--- src/rtl/hdmi_pixel_feeder.sv ---
// hdmi_pixel_feeder
// Generates raster timing (x/y counters, hsync, vsync, draw area) and feeds
// pixels from a small FIFO to an HDMI encoder running on the same clock.
//
// Ports:
//   pi_clk            pixel clock (only clock)
//   pi_rst            asynchronous active-high reset
//   pi_pixel[23:0]    {red, green, blue} from the upstream source
//   pi_valid          pi_pixel valid this cycle
//   po_ready          FIFO can accept a pixel this cycle
//   pi_clr_underflow  single-cycle clear of po_underflow
//   po_red/green/blue pixel to the encoder (1-cycle latency from draw)
//   po_draw_area      registered draw flag, aligned with RGB
//   po_hsync/po_vsync registered syncs, aligned with RGB
//   po_x/po_y         live counter values
//   po_frame_start    high while x=0 and y=0
//   po_underflow      sticky: draw cycle found the FIFO empty
//
// Handshake: a pixel is accepted on a rising edge where pi_valid && po_ready.
// po_ready depends only on the registered FIFO count, never on pi_valid.
module hdmi_pixel_feeder #(
  parameter int H_ACTIVE   = 640,
  parameter int H_TOTAL    = 800,
  parameter int HS_START   = 656,
  parameter int HS_END     = 752,
  parameter int V_ACTIVE   = 480,
  parameter int V_TOTAL    = 525,
  parameter int VS_START   = 490,
  parameter int VS_END     = 492,
  parameter int FIFO_DEPTH = 16
) (
  input  logic        pi_clk,
  input  logic        pi_rst,
  input  logic [23:0] pi_pixel,
  input  logic        pi_valid,
  output logic        po_ready,
  input  logic        pi_clr_underflow,
  output logic [7:0]  po_red,
  output logic [7:0]  po_green,
  output logic [7:0]  po_blue,
  output logic        po_draw_area,
  output logic        po_hsync,
  output logic        po_vsync,
  output logic [9:0]  po_x,
  output logic [9:0]  po_y,
  output logic        po_frame_start,
  output logic        po_underflow
);

  localparam int AW = $clog2(FIFO_DEPTH);

  localparam logic [9:0]    L_H_ACTIVE = 10'(H_ACTIVE);
  localparam logic [9:0]    L_H_LAST   = 10'(H_TOTAL - 1);
  localparam logic [9:0]    L_HS_START = 10'(HS_START);
  localparam logic [9:0]    L_HS_END   = 10'(HS_END);
  localparam logic [9:0]    L_V_ACTIVE = 10'(V_ACTIVE);
  localparam logic [9:0]    L_V_LAST   = 10'(V_TOTAL - 1);
  localparam logic [9:0]    L_VS_START = 10'(VS_START);
  localparam logic [9:0]    L_VS_END   = 10'(VS_END);
  localparam logic [AW:0]   L_DEPTH    = (AW+1)'(FIFO_DEPTH);
  localparam logic [AW:0]   L_CNT_ONE  = (AW+1)'(1);
  localparam logic [AW-1:0] L_PTR_ONE  = AW'(1);

  logic [9:0]    r_x;
  logic [9:0]    r_y;
  logic [23:0]   r_mem [FIFO_DEPTH];
  logic [AW-1:0] r_wr_ptr;
  logic [AW-1:0] r_rd_ptr;
  logic [AW:0]   r_count;
  logic [23:0]   r_rgb;
  logic          r_draw;
  logic          r_hsync;
  logic          r_vsync;
  logic          r_underflow;

  logic w_draw;
  logic w_empty;
  logic w_push;
  logic w_pop;
  logic w_hs;
  logic w_vs;

  always_comb begin
    w_draw   = (r_x < L_H_ACTIVE) && (r_y < L_V_ACTIVE);
    w_empty  = (r_count == '0);
    po_ready = (r_count < L_DEPTH);
    w_push   = pi_valid && po_ready;
    // An empty FIFO during draw is an underflow, not a pop.
    w_pop    = w_draw && !w_empty;
    w_hs     = (r_x >= L_HS_START) && (r_x < L_HS_END);
    w_vs     = (r_y >= L_VS_START) && (r_y < L_VS_END);
  end

  // Raster counters: y advances on each x wrap.
  always_ff @(posedge pi_clk or posedge pi_rst) begin
    if (pi_rst) begin
      r_x <= '0;
      r_y <= '0;
    end else if (r_x == L_H_LAST) begin
      r_x <= '0;
      r_y <= (r_y == L_V_LAST) ? '0 : r_y + 10'd1;
    end else begin
      r_x <= r_x + 10'd1;
    end
  end

  // Storage carries no reset; clearing the pointers/count discards contents.
  always_ff @(posedge pi_clk) begin
    if (w_push) r_mem[r_wr_ptr] <= pi_pixel;
  end

  always_ff @(posedge pi_clk or posedge pi_rst) begin
    if (pi_rst) begin
      r_wr_ptr <= '0;
      r_rd_ptr <= '0;
      r_count  <= '0;
    end else begin
      if (w_push) r_wr_ptr <= r_wr_ptr + L_PTR_ONE;
      if (w_pop)  r_rd_ptr <= r_rd_ptr + L_PTR_ONE;
      case ({w_push, w_pop})
        2'b10:   r_count <= r_count + L_CNT_ONE;
        2'b01:   r_count <= r_count - L_CNT_ONE;
        default: r_count <= r_count;
      endcase
    end
  end

  // Output stage: RGB and timing share one register stage.
  always_ff @(posedge pi_clk or posedge pi_rst) begin
    if (pi_rst) begin
      r_rgb   <= '0;
      r_draw  <= 1'b0;
      r_hsync <= 1'b0;
      r_vsync <= 1'b0;
    end else begin
      r_rgb   <= w_pop ? r_mem[r_rd_ptr] : 24'h0;
      r_draw  <= w_draw;
      r_hsync <= w_hs;
      r_vsync <= w_vs;
    end
  end

  // A new underflow takes priority over a simultaneous clear.
  always_ff @(posedge pi_clk or posedge pi_rst) begin
    if (pi_rst)                  r_underflow <= 1'b0;
    else if (w_draw && w_empty)  r_underflow <= 1'b1;
    else if (pi_clr_underflow)   r_underflow <= 1'b0;
  end

  assign po_red         = r_rgb[23:16];
  assign po_green       = r_rgb[15:8];
  assign po_blue        = r_rgb[7:0];
  assign po_draw_area   = r_draw;
  assign po_hsync       = r_hsync;
  assign po_vsync       = r_vsync;
  assign po_x           = r_x;
  assign po_y           = r_y;
  assign po_frame_start = (r_x == '0) && (r_y == '0);
  assign po_underflow   = r_underflow;

endmodule
--- config.mk ---
export PLATFORM = sky130hd
export DESIGN_NAME = hdmi_pixel_feeder
export DESIGN_NICKNAME = d
export VERILOG_FILES = /design/src/rtl/hdmi_pixel_feeder.sv
export SDC_FILE = /design/constraint.sdc
export NUM_CORES = 1
export LEC_CHECK = 0
export CAP_MARGIN = 20
export CORE_ASPECT_RATIO = 0.5
export CORE_MARGIN = 8
export CORE_UTILIZATION = 45
export CTS_CLUSTER_DIAMETER = 50
export DETAILED_ROUTE_END_ITERATION = 12
export SLEW_MARGIN = 15
export SYNTH_ARGS = -nofsm -noshare
export SYNTH_HDL_FRONTEND = slang
export SYNTH_SLANG_ARGS = --single-unit
--- constraint.sdc ---
create_clock -name pi_clk -period 4.3 [get_ports pi_clk]
set_input_delay 0.86 -clock pi_clk [delete_from_list [all_inputs] [get_ports pi_clk]]
set_output_delay 0.86 -clock pi_clk [all_outputs]
set_load 0.005 [all_outputs]
### Yosys cells after proc, flatten, opt, wreduce, memory -nomap -nowiden

Memory sizes are Yosys's and may differ from the RTL's.
Index checks and enable logic that the tools add are counted.

| word-level totals | value |
|---|---|
| register bits after elaboration | 61 |
| RAM bits | 384 |
| bits of input ports | 28 |
| memories kept | 1 |

Memory list:

| name | depth | bits a word | rd ports | clocked after memory_dff | wr ports | RTL line | RTL |
|---|---|---|---|---|---|---|---|
| r_mem | 16 | 24 | 1 | 0 | 1 | 66 | `logic [23:0] r_mem [FIFO_DEPTH];` |

| operators by class | value |
|---|---|
| $add $sub $neg | 6 |
| magnitude comparators | 7 |
| equality and inequality tests | 4 |
| mux-type cells | 8 |
| reductions and logical operators | 13 |

Operators by type and width:

| cell | number |
|---|---|
| 24-bit two-way mux | 1 |
| 10-bit by 1-bit adder with 10-bit output, second input constant | 2 |
| 10-bit equality test, second input constant | 2 |
| 10-bit zero test | 2 |
| 10-bit less-than comparator, second input constant | 2 |
| 10-bit by 9-bit less-than comparator with 1-bit output, second input constant | 2 |
| 10-bit two-way mux | 2 |
| 10-bit greater-or-equal comparator, second input constant | 1 |
| 10-bit by 9-bit greater-or-equal comparator with 1-bit output, second input constant | 1 |
| 5-bit case mux with 2 select lines | 1 |
| 4-bit by 1-bit adder with 4-bit output, second input constant | 2 |
| 1-bit logical AND | 7 |
| 5-bit by 1-bit adder with 5-bit output, second input constant | 1 |
| 5-bit zero test | 1 |
| 5-bit less-than comparator, second input constant | 1 |
| 5-bit by 1-bit subtractor with 5-bit output, second input constant | 1 |
| 1-bit two-way mux | 4 |
| 2-bit nonzero test | 2 |
| 2-bit by 1-bit equality test with 1-bit output, second input constant | 1 |
| 2-bit equality test, second input constant | 1 |
| 1-bit zero test | 1 |

### Depth between registers and ports, before layout

Gate-level depths: netlist (run 1).

| logic depth | value |
|---|---|
| word-level depth | 5 |
| depth in mapped cells | 15 |
| gate-level depth less buffers | 11 |

### Worst setup path before layout (run 1)

No wires, ideal clock.

| path | value |
|---|---|
| path kind | register -> register |
| start | register r_count[1] |
| end | register r_count[4] |
| library setup time | 0.127 ns |
| arrival | 2.966 ns |
| data required time | 4.173 ns |
| path slack | 1.207 ns |
| cell stages (with the launch flop) | 16 |
| buffers on the path | 4 |
| cell sequence | dfrtp_1 -> buf_6 -> or4_4 -> or2_4 -> nand2b_2 -> buf_6 -> buf_6 -> inv_1 -> ha_1 -> clkbuf_1 -> xor2_1 -> ha_1 -> or2_2 -> a31oi_1 -> o31ai_1 -> xnor2_1 |

| on the way | value |
|---|---|
| cells in the longest elaborated chain, start to end | 5 |
| elaborated cells on any way between the ends | 11 |
| those cells by class | add/sub: 2; order compare: 1; eq/ne: 2; mux: 1; reduce/logical: 5 |

Ends and longest elaborated chain:

| what | RTL line | RTL |
|---|---|---|
| start, declared | 69 | `logic [AW:0] r_count;` |
| start signal, assigned | 121 | `2'b10: r_count <= r_count + L_CNT_ONE;` |
| start signal, assigned | 122 | `2'b01: r_count <= r_count - L_CNT_ONE;` |
| start signal, assigned | 123 | `default: r_count <= r_count;` |
| 5-bit zero test (*) | 85 | `w_empty = (r_count == '0);` |
| 1-bit zero test (*) | 89 | `w_pop = w_draw && !w_empty;` |
| 1-bit logical AND (*) | 89 |  |
| named net w_pop | 79 | `logic w_pop;` |
| 2-bit by 1-bit equality test with 1-bit output / 2-bit equality test (equally long branches) | 120 | `case ({w_push, w_pop})` |
| 5-bit case mux with 2 select lines / 2-bit nonzero test (equally long branches) | - |  |

The timed path passes the listed nets; every way through them passes the cells marked *.
A chain may end at the register's enable or synchronous reset.

### Final worst setup path (run 1)

| path | value |
|---|---|
| start | register r_y[8], in the netlist po_y[8] |
| end | output port po_frame_start |

| on the way | value |
|---|---|
| cells in the longest elaborated chain, start to end | 2 |

Ends and longest elaborated chain:

| what | RTL line | RTL |
|---|---|---|
| start, declared | 65 | `logic [9:0] r_y;` |
| start signal, assigned | 101 | `r_y <= (r_y == L_V_LAST) ? '0 : r_y + 10'd1;` |
| 10-bit zero test | 158 | `assign po_frame_start = (r_x == '0) && (r_y == '0);` |
| 1-bit logical AND | 158 |  |
| end, declared | 46 | `output logic po_frame_start,` |

Every way passes these cells.

==> results of run 1 <==
==> sequential cells by signal, summed over array words and instances, names as in the netlist <==
register / flops
r_mem: 384
r_rgb: 24
po_x: 10
po_y: 10
r_count: 5
r_rd_ptr: 4
r_wr_ptr: 4
po_draw_area: 1
po_hsync: 1
po_underflow: 1
po_vsync: 1
==> cell families after synthesis <==
logic type / synth area share
compound gates: 0.0417
xor+xnor: 0.0111
fa+ha+maj: 0.00939
buf+inv: 0.0188
flops: 0.754
mux: 0.113
simple gates: 0.0523
==> final cells by class <==
class | instances | area, um2
Timing Repair Buffer | 112 | 1070
Fill cell | 3023 | 17700
Sequential cell | 445 | 13100
Multi-Input combinational cell | 504 | 3940
Clock inverter | 18 | 125
Inverter | 12 | 45.0
Clock buffer | 54 | 1090
Tap cell | 520 | 651
==> metrics by stage <==
step	hold WS, ns	util	std cells	total power, mW
floorplan	0.493	-	1017	7.54
global placement	0.535	0.498	1593	8.61
detailed placement	0.534	0.498	1593	8.66
CTS	0.543	0.531	1665	12.0
global route	0.575	0.531	1665	12.5
finish	0.544	0.531	1665	11.9
==> power by group through the flow <==
stage | clock network [mW] | logic (mW) | registers [mW]
6_report | 3.35 | 3.15 | 5.40
5_1_grt | 3.60 | 3.41 | 5.44
4_1_cts | 3.43 | 3.19 | 5.40
3_5_place_dp | 0 | 3.18 | 5.49
3_3_place_gp | 0 | 3.14 | 5.48
2_1_floorplan | 0 | 2.21 | 5.32
==> critical path: cells and delay by family (launching register included) <==
| kind | cells | cell delay, ns |
|---|---|---|
| and+or+nand+nor | 3 | 0.93 |
| DFF | 1 | 0.43 |
| buffers and inverters | 1 | 0.56 |
==> worst paths after layout <==
check                      cells past startpoint  slack [ns]             end  startpoint
min in group asynchronous                      2        0.80         po_y[8]      pi_rst
setup reg to reg                              11        1.42      r_count[4]  r_count[1]
setup / recovery                               4         1.0  po_frame_start     po_y[8]
max in group asynchronous                      3        2.56        r_rgb[4]      pi_rst
hold reg to reg                                1        0.54         po_x[0]     po_x[0]
hold / removal                                 1        0.54         po_x[0]     po_x[0]
==> cell usage in the layout, fill, tap and decap left out, types with 4 or more instances in the layout <==
| cell type | instances |
|---|---|
| a31oi_1 | 4 |
| and2_1 | 18 |
| and3_1 | 5 |
| buf_4 | 32 |
| clkbuf_1 | 10 |
| clkbuf_16 | 40 |
| clkdlybuf4s50_1 | 77 |
| clkinv_1 | 9 |
| clkinv_2 | 4 |
| dfrtp_1 | 59 |
| edfxtp_1 | 384 |
| ha_1 | 13 |
| inv_1 | 11 |
| mux2i_1 | 193 |
| nand2_1 | 9 |
| nand3_1 | 15 |
| nand3b_1 | 6 |
| nand4_1 | 11 |
| nor2_1 | 34 |
| nor3_1 | 5 |
| nor4_1 | 27 |
| o21ai_0 | 10 |
| o22ai_1 | 97 |
| xnor2_1 | 11 |
| xor2_1 | 11 |
==> per-layer routing <==
metal  vias to the layer above  part of all wire  track usage
li1                       4190                 -            -
met5                         -                 0            0
met3                        42             0.065       0.0331
met1                      4744              0.48        0.243
met4                         0             0.014       0.0342
met2                       263              0.44        0.253
==> qor.yml, run 1 <==
status: "finished clean"
power_report.internal_total_mw: 8.33
cpMostUsedCell: "nor4_1"
post_cts_setup_buffer_count: 0
layout_min_cycle_time_ns: 3.30
num_rows: 50
ant_nets: 0
part_of_the_total_power_dissipated_in_combinational_logic: 0.265
netlist_top_cells_count: "384 x edfxtp_1, 193 x mux2i_1, 97 x o22ai_1"
finalHoldViolCount: 0
final-setup-viol-count: 0
cts_tree: "yes"
drv.max_cap_violation_count: 0
die_area_um2: 45400
wire_length_of_the_first_global_routing_pass_mm: 57.3
ctsHoldBuffers: 0
area_delta_synth_final_pct: 15.4
via_count_of_the_first_global_routing_pass: 9223
postSynthNetCount: 1058
drt_first_iter_violations: 858
critical_path.cell_chain: "nor4_1, nand4_1, nor4_1, clkdlybuf4s50_1"
cp_data_required_time_ns: 3.44
clock_tree.htree_level_count: 2
finalMaxSlewViolations: 0
clk-insertion-delay-late_ns: 0.54
post_route_cells_drive_above_1_share: 0.0908
postRouteWirelength_mm: 38.1
powerDensity_nw_per_um2: 596
ys_types: 45
start_kind: "flip-flop"
rsz_0062_raised_after_global_routing: "false"
crit_slowest_cell: "clkdlybuf4s50_1"
detail_route.first_pass.iterations: 5
gr-usage-all-layers: 0.165
vdd_ir_drop_max_mv: 0.357
switching_share: 0.300
setup_tns_ns: 0
finalWeightedCongestion: 0.834
synth.top_cell.area_share: 0.666
maxClockFrequency_mhz: 303
grt_ovf: 0
postSynthRegisterBits: 445
via_count: 9239
cts.reportedPaths.clkPinSlew_ns: 0.06
netlist.top_cell.by_area: "edfxtp_1"
postPlaceCellArea_um2: 18800
slew_headroom: 0.231
nets: 1156
clockPowerShare: 0.281
endpoint_kind: "output port"
synth_flop_cell: "edfxtp_1"
core_area_um2: 37700
cp_max_fo: 5
worst_clock_skew_ns: 0.0227
post_synth.cell_area_avg_um2: 17.0
clock-root-buffer: "clkbuf_16"
pre_cts_ws_ns: 0.540
n_antenna_cell: 0
synth-warning-count: 0
post-synth-top-count-cell: "edfxtp_1"
antenna_found_initial: 1
io_buffers: 77
dp.final_hpwl_mm: 23.2
drt-vias-per-instance: 5.55
synth-seq-area-share: 0.754
syn_inst: 1017
max_stage_delay_ns: 0.56
die_w_um: 293
grt_start_max_net_pins: 82
synth-edff-count: 384
ctsLongestPathBuffers: 3
arrival_ns: 2.44
switchingPower_mw: 3.57
postCtsResizedCells: 0
timing.setup.critical_path_class: "flip-flop to output port"
routed_wire_length_per_instance_um: 22.9
tightestPinTransition_ns: 1.15
remaining_drc_errors: 0
die_y_um: 155
io_pins: 78
synth_async_sr_flop_share: 0.137
post-route-cell-area_um2: 20000
final.setup.worst_slack_ns: 0.999
seq_power_share: 0.454
power_leakage_nw: 7.15
numCtsBuffers: 40
synth.cell_area_um2: 17300
timing.hold.worst.class: "flip-flop to flip-flop"
final_min_period_over_clock_period: 0.768
cts_num_sinks: 445
initial_utilization: 0.460
netlist_top_cells_area: "edfxtp_1 67%, mux2i_1 11%, dfrtp_1 8.8%"
(Power assumes the default switching activity.)
==> inputs of run 2 (changes only) <==
==> constraint.sdc (replaced) <==
create_clock -name pi_clk -period 2.7 [get_ports pi_clk]
set_input_delay 0.54 -clock pi_clk [delete_from_list [all_inputs] [get_ports pi_clk]]
set_output_delay 0.54 -clock pi_clk [all_outputs]
set_load 0.005 [all_outputs]
==> run 2 against run 1 <==
- register-to-register slack got worse by 1.3 ns
- via count rose by 1.7%
- non-clock buffer count rose by 14
- die area did not move
- global-route usage up 0.37 points
- critical endpoint is now r_count[4]
==> qor.yml, run 2 (synthesis results as in run 1) <==
regToRegSetupSlack_ns: 0.1  # was 1.42 ns
nets: 1171  # was 1156
wire_length_of_the_first_global_routing_pass_mm: 58.7  # was 57.3 mm
detail_route.first_pass.iterations: 5  # unchanged
start_kind: "flip-flop"  # unchanged
die_area_um2: 45400  # unchanged
finalWeightedCongestion: 0.797  # was 0.834
max_flop_register: "r_mem"  # unchanged
vdd_ir_drop_max_mv: 0.459  # was 0.357 mV
r2r-end: "r_count[4]"  # unchanged
tightestPinTransition_ns: 1.08  # was 1.15 ns
drv.max_cap_violation_count: 0  # unchanged
powerDensity_nw_per_um2: 951  # was 596 nW/um2
gr-usage-all-layers: 0.169  # was 0.165
drt_first_iter_violations: 848  # was 858
fillers: 2997  # was 3023
drt-vias-per-instance: 5.59  # was 5.55
core_area_um2: 37700  # unchanged
endpoint_kind: "flip-flop"  # was output port
io_buffers: 77  # unchanged
seq_power_share: 0.437  # was 0.454
layout.cells.most_common: "edfxtp_1"  # unchanged
pre_cts_ws_ns: 0.0274  # was 0.540 ns
power_leakage_nw: 7.32  # was 7.15 nW
slew_headroom: 0.278  # was 0.231
route.layer.met1.wl_mm: 18.2  # about the same
part_of_the_total_power_dissipated_in_combinational_logic: 0.274  # was 0.265
grt_ovf: 0  # unchanged
dp.final_hpwl_mm: 24.0  # was 23.2 mm
arrival_ns: 3.02  # was 2.44 ns
final-setup-viol-count: 0  # unchanged
post_route_cells_drive_above_1_share: 0.117  # was 0.0908
ant_nets: 0  # unchanged
antenna_found_initial: 0  # was 1
post-route-cell-area_um2: 20400  # was 20000 um2
routed_wire_length_per_instance_um: 23.2  # was 22.9 um
via_count: 9396  # was 9239
clk-insertion-delay-late_ns: 0.55  # was 0.54 ns
setup_tns_ns: 0  # unchanged
final.setup.worst_slack_ns: 0.0957  # was 0.999 ns
maxClockFrequency_mhz: 384
postLayoutCoreUtil: 0.542  # was 0.531
die_y_um: 155  # unchanged
area_delta_synth_final_pct: 17.9  # was 15.4%
largest_reg_flops: 384  # unchanged
met2RoutedLength_mm: 17.5  # was 16.9 mm
num_rows: 50  # unchanged
route.met3.wl_mm: 2.65  # was 2.47 mm
cts_tree: "yes"  # unchanged
finalMaxSlewViolations: 0  # unchanged
worst_clock_skew_ns: 0.0300  # was 0.0227 ns
initial_utilization: 0.460  # unchanged
grt_start_max_net_pins: 54  # was 82
timing.hold.worst.class: "input pin to async pin"  # was flip-flop to flip-flop
remaining_drc_errors: 0  # unchanged
finalHoldViolCount: 0  # unchanged
largest_registers: "r_mem: 384 flops, r_rgb: 24 flops"  # unchanged
cts.reportedPaths.clkPinSlew_ns: 0.07  # was 0.06 ns
clock-root-buffer: "clkbuf_16"  # unchanged
clockPowerShare: 0.289  # was 0.281
die_w_um: 293  # unchanged
layout_min_cycle_time_ns: 2.60
via_count_of_the_first_global_routing_pass: 9470  # was 9223
clock_tree.htree_level_count: 2  # unchanged
n_antenna_cell: 0  # unchanged
cts_num_sinks: 445  # unchanged
final_min_period_over_clock_period: 0.965
cp_data_required_time_ns: 3.12  # was 3.44 ns
worst-r2r-cell-count: 11  # unchanged
ctsHoldBuffers: 0  # unchanged
switching_share: 0.301  # was 0.300
switchingPower_mw: 5.85  # was 3.57 mW
worst_r2r_src: "r_count[4]"  # was r_count[1]
power_mw: 19.4  # was 11.9 mW
status: "finished clean"  # unchanged
postPlaceCellArea_um2: 19100  # was 18800 um2
numCtsBuffers: 41  # was 40
leading_cell_types_in_the_layout_fill_and_taps_excluded: "384 x edfxtp_1, 193 x mux2i_1, 97 x o22ai_1, 76 x clkdlybuf4s50_1, 56 x dfrtp_1"  # was 384 x edfxtp_1, 193 x mux2i_1, 97 x o22ai_1, 77 x clkdlybuf4s50_1, 59 x dfrtp_1
power_report.internal_total_mw: 13.6  # was 8.33 mW
ctsLongestPathBuffers: 3  # unchanged
topRoutingLayerUsed: "met4"  # unchanged
postRouteWirelength_mm: 38.9  # was 38.1 mm
timing.setup.critical_path_class: "flip-flop to flip-flop"  # was flip-flop to output port
cp_max_fo: 8  # was 5
io_pins: 78  # unchanged
-- run 2: cell types whose count changed in the layout (fill, tap and decap cells not counted), moves of 2 or more --
cell | before | now
clkbuf_1 | 10 | 7
nor4_1 | 27 | 25
buf_12 | 3 | 20
dfrtp_2 | 0 | 3
bufinv_16 | 1 | 3
or2_4 | 1 | 3
dfrtp_1 | 59 | 56
clkinv_1 | 9 | 7
clkinv_2 | 4 | 9
nor4_2 | 1 | 3
buf_4 | 32 | 29
clkbuf_8 | 3 | 0
ha_1 | 13 | 11
-- run 2: repair_timing --
action	CTS	global route
gates resized for setup	7	3
pin swaps	0	1
setup buffers	0	0
setup endpoints to repair	1	2
-- run 2: through the flow --
stage          hold WS [ns]  std cells
5_1_grt               0.393       1680
3_3_place_gp          0.521       1607
2_1_floorplan         0.493       1017
4_1_cts               0.363       1680
3_5_place_dp          0.536       1607
6_report              0.364       1680
-- run 2: worst max path at each step --
| stage | start | endpoint | slack, ns | cells past startpoint |
|---|---|---|---|---|
| final | r_count[4] | r_count[4] | 0.1 | 11 |
| after global placement | pi_valid | r_count[4] | 0.12 | 10 |
| after global routing | r_count[4] | r_count[2] | -0.003 | 11 |
| after floorplan | r_count[2] | r_count[4] | -0.20 | 15 |
| after CTS | r_count[4] | r_count[4] | 0.05 | 11 |
| after detailed placement | pi_valid | r_count[4] | 0.03 | 10 |
-- run 2: metal layers --
layer	GRT usage	vias up
li1	-	4233
met1	0.248	4811
met2	0.259	302
met3	0.0336	50
met4	0.0346	0
met5	0	-
-- run 2: cell type report --
| cell class | count | area, um2 | share of cell area |
|---|---|---|---|
| inverters | 12 | 48.8 | 0.00239 |
| multi-input cells | 504 | 3990 | 0.195 |
| flip-flops and latches | 445 | 13100 | 0.640 |
| clock buffers | 48 | 1050 | 0.0515 |
| repair buffers | 126 | 1390 | 0.0679 |
| well taps | 520 | 651 | 0.0318 |
| clock inverters | 25 | 230 | 0.0113 |
-- run 2: power by group through the flow --
stage,Combinational (mW),Clock [mW],Sequential [mW]
after detailed placement,5.33,0,8.62
final,5.33,5.62,8.49
after floorplan,3.56,0,8.48
after CTS,5.35,5.75,8.48
after global placement,5.24,0,8.60
after global routing,5.76,6.01,8.55
-- run 2: critical path: stages (launching register included) --
cell      delay (ns)
dfrtp_1         0.40
or4_4           0.54
or2_4           0.28
nand2b_4        0.09
inv_4           0.04
ha_4            0.18
xor2_1          0.17
ha_2            0.19
or2_4           0.23
a31oi_2         0.14
o31ai_2         0.08
xnor2_1         0.14
